**config.mk**
```make
export PLATFORM = sky130hd
export DESIGN_NAME = seg_scan_decoder
export DESIGN_NICKNAME = d
export VERILOG_FILES = /design/src/rtl/seg_scan_decoder.sv
export SDC_FILE = /design/constraint.sdc
export NUM_CORES = 1
export LEC_CHECK = 0
export CAP_MARGIN = 20
export CORE_MARGIN = 5
export CORE_UTILIZATION = 61
export CTS_CLUSTER_SIZE = 25
export DETAILED_ROUTE_END_ITERATION = 10
export PLACE_DENSITY = 0.85
export SLEW_MARGIN = 10
export SYNTH_ARGS = -nofsm -noshare
export SYNTH_HDL_FRONTEND = slang
export SYNTH_SLANG_ARGS = --single-unit
```
**constraint.sdc**
```tcl
create_clock -name clk -period 4 [get_ports clk]
set_input_delay 0.4 -clock clk [delete_from_list [all_inputs] [get_ports clk]]
set_output_delay 0.4 -clock clk [all_outputs]
set_load 0.05 [all_outputs]
```
**src/rtl/seg_scan_decoder.sv**
```systemverilog
// Rebuilds four BCD digits from an active-low multiplexed 7-segment scan, one frame at a time.
// Optional blink detection is built when SEG_DECODE_BLINK_EN is defined.
module seg_scan_decoder #(
  parameter int SETTLE_CYCLES = 4,
  parameter int BLINK_FRAMES  = 8
) (
  input  logic       clk,
  input  logic       rst_n,
  input  logic [3:0] anode,
  input  logic [6:0] cathode,
  output logic [3:0] digit3,
  output logic [3:0] digit2,
  output logic [3:0] digit1,
  output logic [3:0] digit0,
  output logic [3:0] blank,
  output logic [3:0] blinking,
  output logic       frame_valid,
  output logic       scan_err,
  output logic       seg_err
);

  if (SETTLE_CYCLES < 2 || SETTLE_CYCLES > 255 || BLINK_FRAMES < 2 || BLINK_FRAMES > 255) begin : g_bad_param
    $error("seg_scan_decoder: SETTLE_CYCLES and BLINK_FRAMES must be in 2..255");
  end

  typedef enum logic [1:0] {SYNC, EXP2, EXP1, EXP0} state_t;

  localparam logic [7:0] SETTLE_LAST = 8'(SETTLE_CYCLES - 1);

  logic [10:0] sync1_q, sync2_q, prev_q;
  logic [7:0]  cnt_q, cnt_d;
  logic        armed_q, armed_d;
  logic        strobe;

  state_t      state_q, state_d;
  logic [15:0] shadow_bcd_q, shadow_bcd_d;
  logic [3:0]  shadow_blank_q, shadow_blank_d;
  logic [15:0] out_bcd_q, out_bcd_d;
  logic [3:0]  out_blank_q, out_blank_d;
  logic        frame_valid_q, frame_valid_d;
  logic        scan_err_q, scan_err_d;
  logic        seg_err_q, seg_err_d;
  logic        commit;

  logic [3:0]  s_anode;
  logic [6:0]  s_cath;
  logic [1:0]  idx, exp_idx;
  logic        idle, anode_ok;
  logic [5:0]  seg_dec;

  // Returns {valid, blank, bcd[3:0]} for an active-low {g..a} pattern.
  function automatic logic [5:0] decode_seg(input logic [6:0] c);
    case (c)
      7'b1000000: return 6'b10_0000;
      7'b1111001: return 6'b10_0001;
      7'b0100100: return 6'b10_0010;
      7'b0110000: return 6'b10_0011;
      7'b0011001: return 6'b10_0100;
      7'b0010010: return 6'b10_0101;
      7'b0000010: return 6'b10_0110;
      7'b1111000: return 6'b10_0111;
      7'b0000000: return 6'b10_1000;
      7'b0010000: return 6'b10_1001;
      7'b1111111: return 6'b11_0000;
      default:    return 6'b00_0000;
    endcase
  endfunction

  // Stability filter: one strobe per settled change of the synchronized sample.
  always_comb begin
    cnt_d   = cnt_q;
    armed_d = armed_q;
    strobe  = 1'b0;
    if (sync2_q != prev_q) begin
      cnt_d   = '0;
      armed_d = 1'b1;
    end else if (armed_q) begin
      if (cnt_q == SETTLE_LAST) begin
        strobe  = 1'b1;
        armed_d = 1'b0;
      end else begin
        cnt_d = cnt_q + 8'd1;
      end
    end
  end

  assign s_anode = sync2_q[10:7];
  assign s_cath  = sync2_q[6:0];
  assign seg_dec = decode_seg(s_cath);

  always_comb begin
    idx      = 2'd0;
    idle     = 1'b0;
    anode_ok = 1'b1;
    case (s_anode)
      4'b0111: idx = 2'd3;
      4'b1011: idx = 2'd2;
      4'b1101: idx = 2'd1;
      4'b1110: idx = 2'd0;
      4'b1111: idle = 1'b1;
      default: anode_ok = 1'b0;
    endcase
  end

  always_comb begin
    case (state_q)
      EXP2:    exp_idx = 2'd2;
      EXP1:    exp_idx = 2'd1;
      default: exp_idx = 2'd0;
    endcase
  end

  always_comb begin
    state_d        = state_q;
    shadow_bcd_d   = shadow_bcd_q;
    shadow_blank_d = shadow_blank_q;
    scan_err_d     = 1'b0;
    seg_err_d      = 1'b0;
    commit         = 1'b0;
    if (strobe && !idle) begin
      if (!anode_ok) begin
        scan_err_d = 1'b1;
        state_d    = SYNC;
      end else if (!seg_dec[5]) begin
        seg_err_d = 1'b1;
        state_d   = SYNC;
      end else if (state_q == SYNC) begin
        if (idx == 2'd3) begin
          shadow_bcd_d[15:12] = seg_dec[3:0];
          shadow_blank_d[3]   = seg_dec[4];
          state_d             = EXP2;
        end
      end else if (idx == exp_idx) begin
        shadow_bcd_d[idx*4 +: 4] = seg_dec[3:0];
        shadow_blank_d[idx]      = seg_dec[4];
        case (state_q)
          EXP2:    state_d = EXP1;
          EXP1:    state_d = EXP0;
          default: begin
            state_d = SYNC;
            commit  = 1'b1;
          end
        endcase
      end else if (idx != exp_idx + 2'd1) begin
        // Out-of-order digit; a fresh digit3 restarts the frame immediately.
        scan_err_d = 1'b1;
        if (idx == 2'd3) begin
          shadow_bcd_d[15:12] = seg_dec[3:0];
          shadow_blank_d[3]   = seg_dec[4];
          state_d             = EXP2;
        end else begin
          state_d = SYNC;
        end
      end
    end
  end

  always_comb begin
    out_bcd_d     = out_bcd_q;
    out_blank_d   = out_blank_q;
    frame_valid_d = commit;
    if (commit) begin
      out_bcd_d   = shadow_bcd_d;
      out_blank_d = shadow_blank_d;
    end
  end

  always_ff @(posedge clk or negedge rst_n) begin
    if (!rst_n) begin
      sync1_q        <= '1;
      sync2_q        <= '1;
      prev_q         <= '1;
      cnt_q          <= '0;
      armed_q        <= 1'b0;
      state_q        <= SYNC;
      shadow_bcd_q   <= '0;
      shadow_blank_q <= '0;
      out_bcd_q      <= '0;
      out_blank_q    <= 4'b1111;
      frame_valid_q  <= 1'b0;
      scan_err_q     <= 1'b0;
      seg_err_q      <= 1'b0;
    end else begin
      sync1_q        <= {anode, cathode};
      sync2_q        <= sync1_q;
      prev_q         <= sync2_q;
      cnt_q          <= cnt_d;
      armed_q        <= armed_d;
      state_q        <= state_d;
      shadow_bcd_q   <= shadow_bcd_d;
      shadow_blank_q <= shadow_blank_d;
      out_bcd_q      <= out_bcd_d;
      out_blank_q    <= out_blank_d;
      frame_valid_q  <= frame_valid_d;
      scan_err_q     <= scan_err_d;
      seg_err_q      <= seg_err_d;
    end
  end

`ifdef SEG_DECODE_BLINK_EN
  localparam logic [7:0] BLINK_LAST = 8'(BLINK_FRAMES);

  logic [3:0][7:0] bcnt_q, bcnt_d;
  logic [3:0]      blinking_q, blinking_d;

  // Per-digit frames since the blank bit last flipped, saturating at BLINK_FRAMES.
  always_comb begin
    bcnt_d     = bcnt_q;
    blinking_d = blinking_q;
    if (commit) begin
      for (int i = 0; i < 4; i++) begin
        if (out_blank_d[i] != out_blank_q[i]) begin
          blinking_d[i] = 1'b1;
          bcnt_d[i]     = '0;
        end else begin
          if (bcnt_q[i] != BLINK_LAST) bcnt_d[i] = bcnt_q[i] + 8'd1;
          if (bcnt_d[i] == BLINK_LAST) blinking_d[i] = 1'b0;
        end
      end
    end
  end

  always_ff @(posedge clk or negedge rst_n) begin
    if (!rst_n) begin
      bcnt_q     <= '0;
      blinking_q <= '0;
    end else begin
      bcnt_q     <= bcnt_d;
      blinking_q <= blinking_d;
    end
  end

  assign blinking = blinking_q;
`else
  assign blinking = 4'b0000;
`endif

  assign digit3      = out_bcd_q[15:12];
  assign digit2      = out_bcd_q[11:8];
  assign digit1      = out_bcd_q[7:4];
  assign digit0      = out_bcd_q[3:0];
  assign blank       = out_blank_q;
  assign frame_valid = frame_valid_q;
  assign scan_err    = scan_err_q;
  assign seg_err     = seg_err_q;

endmodule

```
==> impl_metrics.tcl, run 1 <==
set metrics [dict create \
    outcome "finished, violations left" \
    violations "negative hold slack" \
    p_comb_share_pct 6.4 \
    ys_top_cells_by_count "dfrtp_1, dfstp_2, nand2_1, nor2_1, o21ai_1" \
    rrSetupSlack_ns 1.18 \
    ant_nets 0 \
    hold_viol 27 \
    period_needed_ns 2.82 \
    crit_arrival_ns 3.06 \
    clkSinkCount 87 \
    die_x_um 93.0 \
    maxCapViolCount 0 \
    syn2layout_area_growth_pct 12.6 \
    p_clk_share_pct 34.6 \
    hold_buffers 0 \
    rsz0062_at_grt "false" \
    intPower_mw 1.18 \
    synth.most_common_cell "dfrtp_1" \
    critPathRequiredTime_ns 4.24 \
    drc 0 \
    synth_seq_area_share_pct 52.9 \
    power.switching_fraction_pct 25.0 \
    num_rows 30 \
    port_buffers 35 \
    root_buffer "clkbuf_8" \
    antenna_cells 0 \
    place_hpwl_um 5480 \
    drt_wl_total_um 7600 \
    yosysUniqueCellTypes 62 \
    fin_crit_sh_pct 70.5 \
    p_leak_nw 1.96 \
    synth_top_area_share_pct 29.8 \
    cts.clk_slew.worst_paths_ns 0.08 \
    syn_avg_cell_area_um2 11.3 \
    setup_viol 0 \
    drv_slew 0 \
    yosysWarnings 0 \
    finalSetupTns_ns 0 \
    relSlewSlack_pct 41.8 \
    cts_buffer_depth 2 \
    antenna_found_initial 0 \
    multi_input_area_um2 1810 \
    synthArstFlopShare_pct 100 \
    post_cts_buffers 0 \
    ios 40 \
    synth_edf_count 0 \
    startpoint_type "register" \
    r2r-end "shadow_bcd_q[5]" \
    grt_usage_pct 19.3 \
    firstDrtPassIters 4 \
    synthesis.area_um2 4210 \
    yosysTopAreaCell "dfrtp_1" \
    numCtsBuffers 9 \
    htreeDepth 3 \
    routedWlPerCell_um 15.6 \
    cts_tree "built" \
    nFillCells 485 \
    worst_setup_path_end_kind "register" \
    start_util_pct 62.2 \
    p_per_area_nw_per_um2 332 \
    synth_seq_cells 87 \
    p_switching_mw 0.394 \
    ir_drop_mv 0.251 \
    fmax_ghz 0.354 \
    ys_top_cells_by_area "dfrtp_1, dfstp_2, mux2i_1" \
    fin_skew_ns 0.00767 \
    grt_start_max_net_pins 88 \
    reg2reg_from "sync2_q[8]" \
    place_congestion 0.894 \
    worstSkewPairLatency_ns 0.36 \
    die_h_um 93.0 \
    grt_pass1_wl_um 13200 \
    r2r_cells 6 \
    critPathMaxFanout 10 \
    hold_path.class "primary input to asynchronous set/reset pin" \
    coreArea_um2 6760 \
    ctsResizeCount 0 \
    nets 423 \
    die_area_um2 8650 \
    synth_cells 373 \
    holdWs_ns -0.0242 \
    critPathKind "register to register" \
    grt_pass1_vias 2749 \
    final_cells 486 \
    regArea_um2 2220 \
    tightest_slew_ns 0.862 \
    vias_per_cell 5.87 \
    ys.flop_type "dfrtp_1" \
    drt_iter0_drc 200 \
    power_frac_seq_pct 59.0 \
    placed_cells 469 \
    grt_remaining_overflow 0 \
    drive_gt1_share_pct 18.5 \
    routed-via-count 2852 \
]
sequential cells by signal, summed over array words and instances, names as in the netlist:
register / count
shadow_bcd_q: 16
prev_q: 11
scan_err: 1
out_bcd_q: 16
sync2_q: 11
frame_valid: 1
seg_err: 1
state_q: 2
sync1_q: 11
blank: 4
cnt_q: 8
shadow_blank_q: 4
armed_q: 1
power groups by stage:
stage	combinational [mW]	clock [mW]	sequential (mW)
3_5_place_dp	0.0977	0	0.946
2_1_floorplan	0.0748	0	0.932
4_1_cts	0.0983	0.559	0.930
5_1_grt	0.110	0.598	0.934
6_report	0.100	0.545	0.929
3_3_place_gp	0.0955	0	0.944
per-layer routing:
metal  part of all wire [%]  vias up  track usage, %  wire [um]
met2                     49       73            30.5       3740
li1                       -     1371               -          -
met3                    4.9       11            4.26        372
met1                     45     1397            27.0       3390
met5                      0        -               0          0
met4                    1.3        0            5.25         95
cell families (layout without fill, tap and decap cells):
group,Yosys count,after routing,share of synthesized area [%]
and+or+nand+nor,111,111,13.4
DFF,87,87,52.9
AOI/OAI and AO/OA,66,66,10.9
adders and majority gates,10,10,2.92
other,1,4,0.0892
muxes,41,41,10.8
buffers and inverters,35,65,4.25
xor gates and xnor gates,22,22,4.76
cell usage in the layout (no fill, tap or decap), types with 4 or more instances in the layout:
master / instances
nor3_1: 8
conb_1: 4
inv_1: 11
clkbuf_8: 9
dfstp_2: 37
nor2_1: 25
clkdlybuf4s50_1: 34
a21oi_1: 6
ha_1: 9
nand2_1: 35
xor2_1: 4
mux2_4: 5
mux2_2: 6
nand4_1: 6
o21ai_1: 22
o21ai_0: 11
o22ai_1: 6
nand3_1: 8
xnor2_1: 17
mux2i_1: 20
mux2_1: 10
dfrtp_1: 50
worst max-delay path, stage by stage (launching register included):
cell	delay (ns)
dfstp_2	0.60
nand2_1	0.12
or4b_4	0.59
a211oi_4	0.51
nand2_1	0.09
and4b_1	0.46
mux2_4	0.34
worst max-delay path by stage:
stage / start / end / slack, ns
4_1_cts: sync2_q[8] / shadow_bcd_q[5] / 1.18
2_1_floorplan: sync2_q[8] / shadow_bcd_q[4] / 1.38
3_5_place_dp: sync2_q[8] / shadow_bcd_q[5] / 1.18
5_1_grt: sync2_q[8] / shadow_blank_q[1] / 1.03
3_3_place_gp: sync2_q[8] / shadow_bcd_q[4] / 1.25
6_report: sync2_q[8] / shadow_bcd_q[5] / 1.18
metrics by stage:
| stage | power [mW] | hold WS [ns] | worst slack [ns] | util, % | cell area [um2] |
|---|---|---|---|---|---|
| after floorplan | 1.01 | 0.104 | 1.38 | - | 4220 |
| final | 1.57 | -0.0242 | 1.18 | 70.1 | 4740 |
| after global routing | 1.64 | 0.00551 | 1.03 | 70.1 | 4740 |
| after detailed placement | 1.04 | 0.347 | 1.18 | 67.2 | 4540 |
| after CTS | 1.59 | 0.265 | 1.18 | 69.7 | 4710 |
| after global placement | 1.04 | 0.345 | 1.25 | 67.2 | 4540 |
area by class of cell:
cell class              instances  share of cell area [%]
flip-flops and latches         87                    46.9
multi-input cells             254                    38.3
repair buffers                 37                    8.08
clock buffers                  10                    2.69
well taps                      80                    2.11
inverters                      12                   0.951
clock inverters                 6                   0.898
No activity file was read; power rests on OpenSTA's default activity.
==> run 2, diff against run 1 <==
--- a/config.mk
+++ b/config.mk
@@ -7,10 +7,10 @@
 export LEC_CHECK = 0
 export CAP_MARGIN = 20
 export CORE_MARGIN = 5
-export CORE_UTILIZATION = 61
+export CORE_UTILIZATION = 52
 export CTS_CLUSTER_SIZE = 25
 export DETAILED_ROUTE_END_ITERATION = 10
-export PLACE_DENSITY = 0.85
+export PLACE_DENSITY = 0.77
 export SLEW_MARGIN = 10
 export SYNTH_ARGS = -nofsm -noshare
 export SYNTH_HDL_FRONTEND = slang
==> constraint.sdc (replaced) <==
create_clock -name clk -period 2.5 [get_ports clk]
set_input_delay 0.25 -clock clk [delete_from_list [all_inputs] [get_ports clk]]
set_output_delay 0.25 -clock clk [all_outputs]
set_load 0.05 [all_outputs]
==> impl_metrics.tcl, run 2 (synthesis results as in run 1) <==
set metrics [dict create \
    cp_top_family "compound AO/OA/AOI/OAI gates" \
    drt_wl_total_um 8300 \
    syn2layout_area_growth_pct 21.9 \
    fmax_ghz 0.410 \
    antenna_found_initial 0 \
    ant_nets 0 \
    drc 0 \
    final_cell_mix "dfrtp_1, dfstp_2, buf_4" \
    die_area_um2 9990 \
    nets 457 \
    maxCapViolCount 0 \
    grt_usage_pct 17.6 \
    grt_pass1_vias 2918 \
    coreArea_um2 7810 \
    crit_top_cell "buf_4" \
    place_congestion 0.852 \
    cts_tree "built" \
    critPathMaxFanout 11 \
    fin_ws_ns 0.0638 \
    use_met1_pct 24.2 \
    use_met3_pct 4.10 \
    outcome "finished, violations left" \
    cts.clk_slew.worst_paths_ns 0.08 \
    vias_per_cell 5.47 \
    fin_skew_ns 0.0109 \
    startpoint_type "register" \
    nFillCells 596 \
    cp_slowest_stage_delay_ns 0.60 \
    hold_viol 1 \
    crit_arrival_ns 2.70 \
    preCtsSetupSlack_ns -0.0216 \
    final_util_pct 65.7 \
    root_buffer "clkbuf_8" \
    routedWlPerCell_um 15.3 \
    hold_buffers 0 \
    num_rows 32 \
    rrSetupSlack_ns 0.06 \
    setup_viol 0 \
    p_per_area_nw_per_um2 499 \
    cp_slowest_cell "dfstp_2" \
    grt_pass1_wl_um 14100 \
    critPathRequiredTime_ns 2.76 \
    place_hpwl_um 5970 \
    holdWs_ns -0.00318 \
    grt_start_max_net_pins 68 \
    relSlewSlack_pct 44.1 \
    reg_top3 "out_bcd_q x16, shadow_bcd_q x16" \
    violations "negative hold slack" \
    firstDrtPassIters 4 \
    hold_path.class "primary input to asynchronous set/reset pin" \
    worstPathCellList "buf_4 -> xnor2_1 -> nand4_1 -> or3_4 -> a2111o_1 -> buf_4 -> a31o_1 -> o22ai_1" \
    worst_setup_path_end_kind "register" \
    drt_iter0_drc 144 \
    critPathKind "register to register" \
    ios 40 \
    routed-via-count 2959 \
    drv_slew 0 \
    numCtsBuffers 9 \
    die_x_um 99.9 \
    clkSinkCount 87 \
    path_buf_inv 2 \
    final_common_cell "dfrtp_1" \
    tightest_slew_ns 0.839 \
    htreeDepth 3 \
    ir_drop_mv 0.344 \
    die_h_um 99.9 \
    power_mw 2.56 \
    grt_remaining_overflow 0 \
    finalSetupTns_ns 0 \
    start_util_pct 53.9 \
    fin_crit_sh_pct 97.4 \
    antenna_cells 0 \
    p_leak_nw 2.13 \
    port_buffers 35 \
    worstSkewPairLatency_ns 0.35 \
    met2_usage_pct 28.2 \
    rsz0062_at_grt "true" \
    grt_busiest_layer "met2" \
    period_needed_ns 2.44 \
    drive_gt1_share_pct 28.2 \
    cts_buffer_depth 2 \
]
[run 2: cell count changes in the layout (fill, tap and decap cells not counted), sizes merged]
cell,delta
buf,+34
inv,-3
clkbuf,+2
clkinv,-1
clkinvlp,+1
[run 2: worst paths after layout]
kind                       startpoint    endpoint  cells after the start
max                        sync2_q[4]  state_q[0]                      8
min reg2reg                sync1_q[9]  sync2_q[9]                      0
max in group asynchronous       rst_n  sync2_q[8]                      2
min                             rst_n    cnt_q[7]                      1
min in group clk           cathode[4]  sync1_q[4]                      1
max reg2reg                sync2_q[4]  state_q[0]                      8
[run 2: final cells by class]
| type | count | area (um2) | area share (%) |
|---|---|---|---|
| sequential | 87 | 2220 | 43.4 |
| tap | 102 | 128 | 2.49 |
| inverter | 12 | 48.8 | 0.952 |
| clock inverter | 3 | 16.3 | 0.317 |
| timing repair buffer | 71 | 618 | 12.1 |
| multi-input combinational | 254 | 1940 | 37.8 |
| clock buffer | 12 | 156 | 3.05 |
[run 2: through the flow]
step	cells	area, um2	hold slack [ns]
2_1_floorplan	376	4230	-0.0456
3_3_place_gp	523	4810	0.346
3_5_place_dp	523	4810	0.347
4_1_cts	538	4990	0.0264
5_1_grt	541	5130	0.0746
6_report	541	5130	-0.00318
[run 2: metal layers]
layer,up-vias,part of all wire (%)
met2,75,49
met5,-,0
met3,12,5.4
li1,1423,-
met1,1449,44
met4,0,1.5
[run 2: worst reg2reg max path, delay by kind of cell, from the launching register on]
family / cells / cell delay, ns
buffers and inverters: 2 / 0.33
XOR/XNOR: 1 / 0.12
flip-flops: 1 / 0.60
AND/OR/NAND/NOR: 2 / 0.63
AO/OA/AOI/OAI: 3 / 0.68
[run 2: where the power goes]
group | internal, mW | leakage [nW] | switching [mW]
clock network | 0.415 | 0.0917 | 0.462
registers | 1.46 | 1.08 | 0.0244
logic | 0.0821 | 0.954 | 0.118
[run 2: repair_timing]
action	4_1_cts	5_1_grt
gates resized for setup	2	19
endpoints found under the setup margin	11	42
setup buffers	0	3
pin swaps	0	3
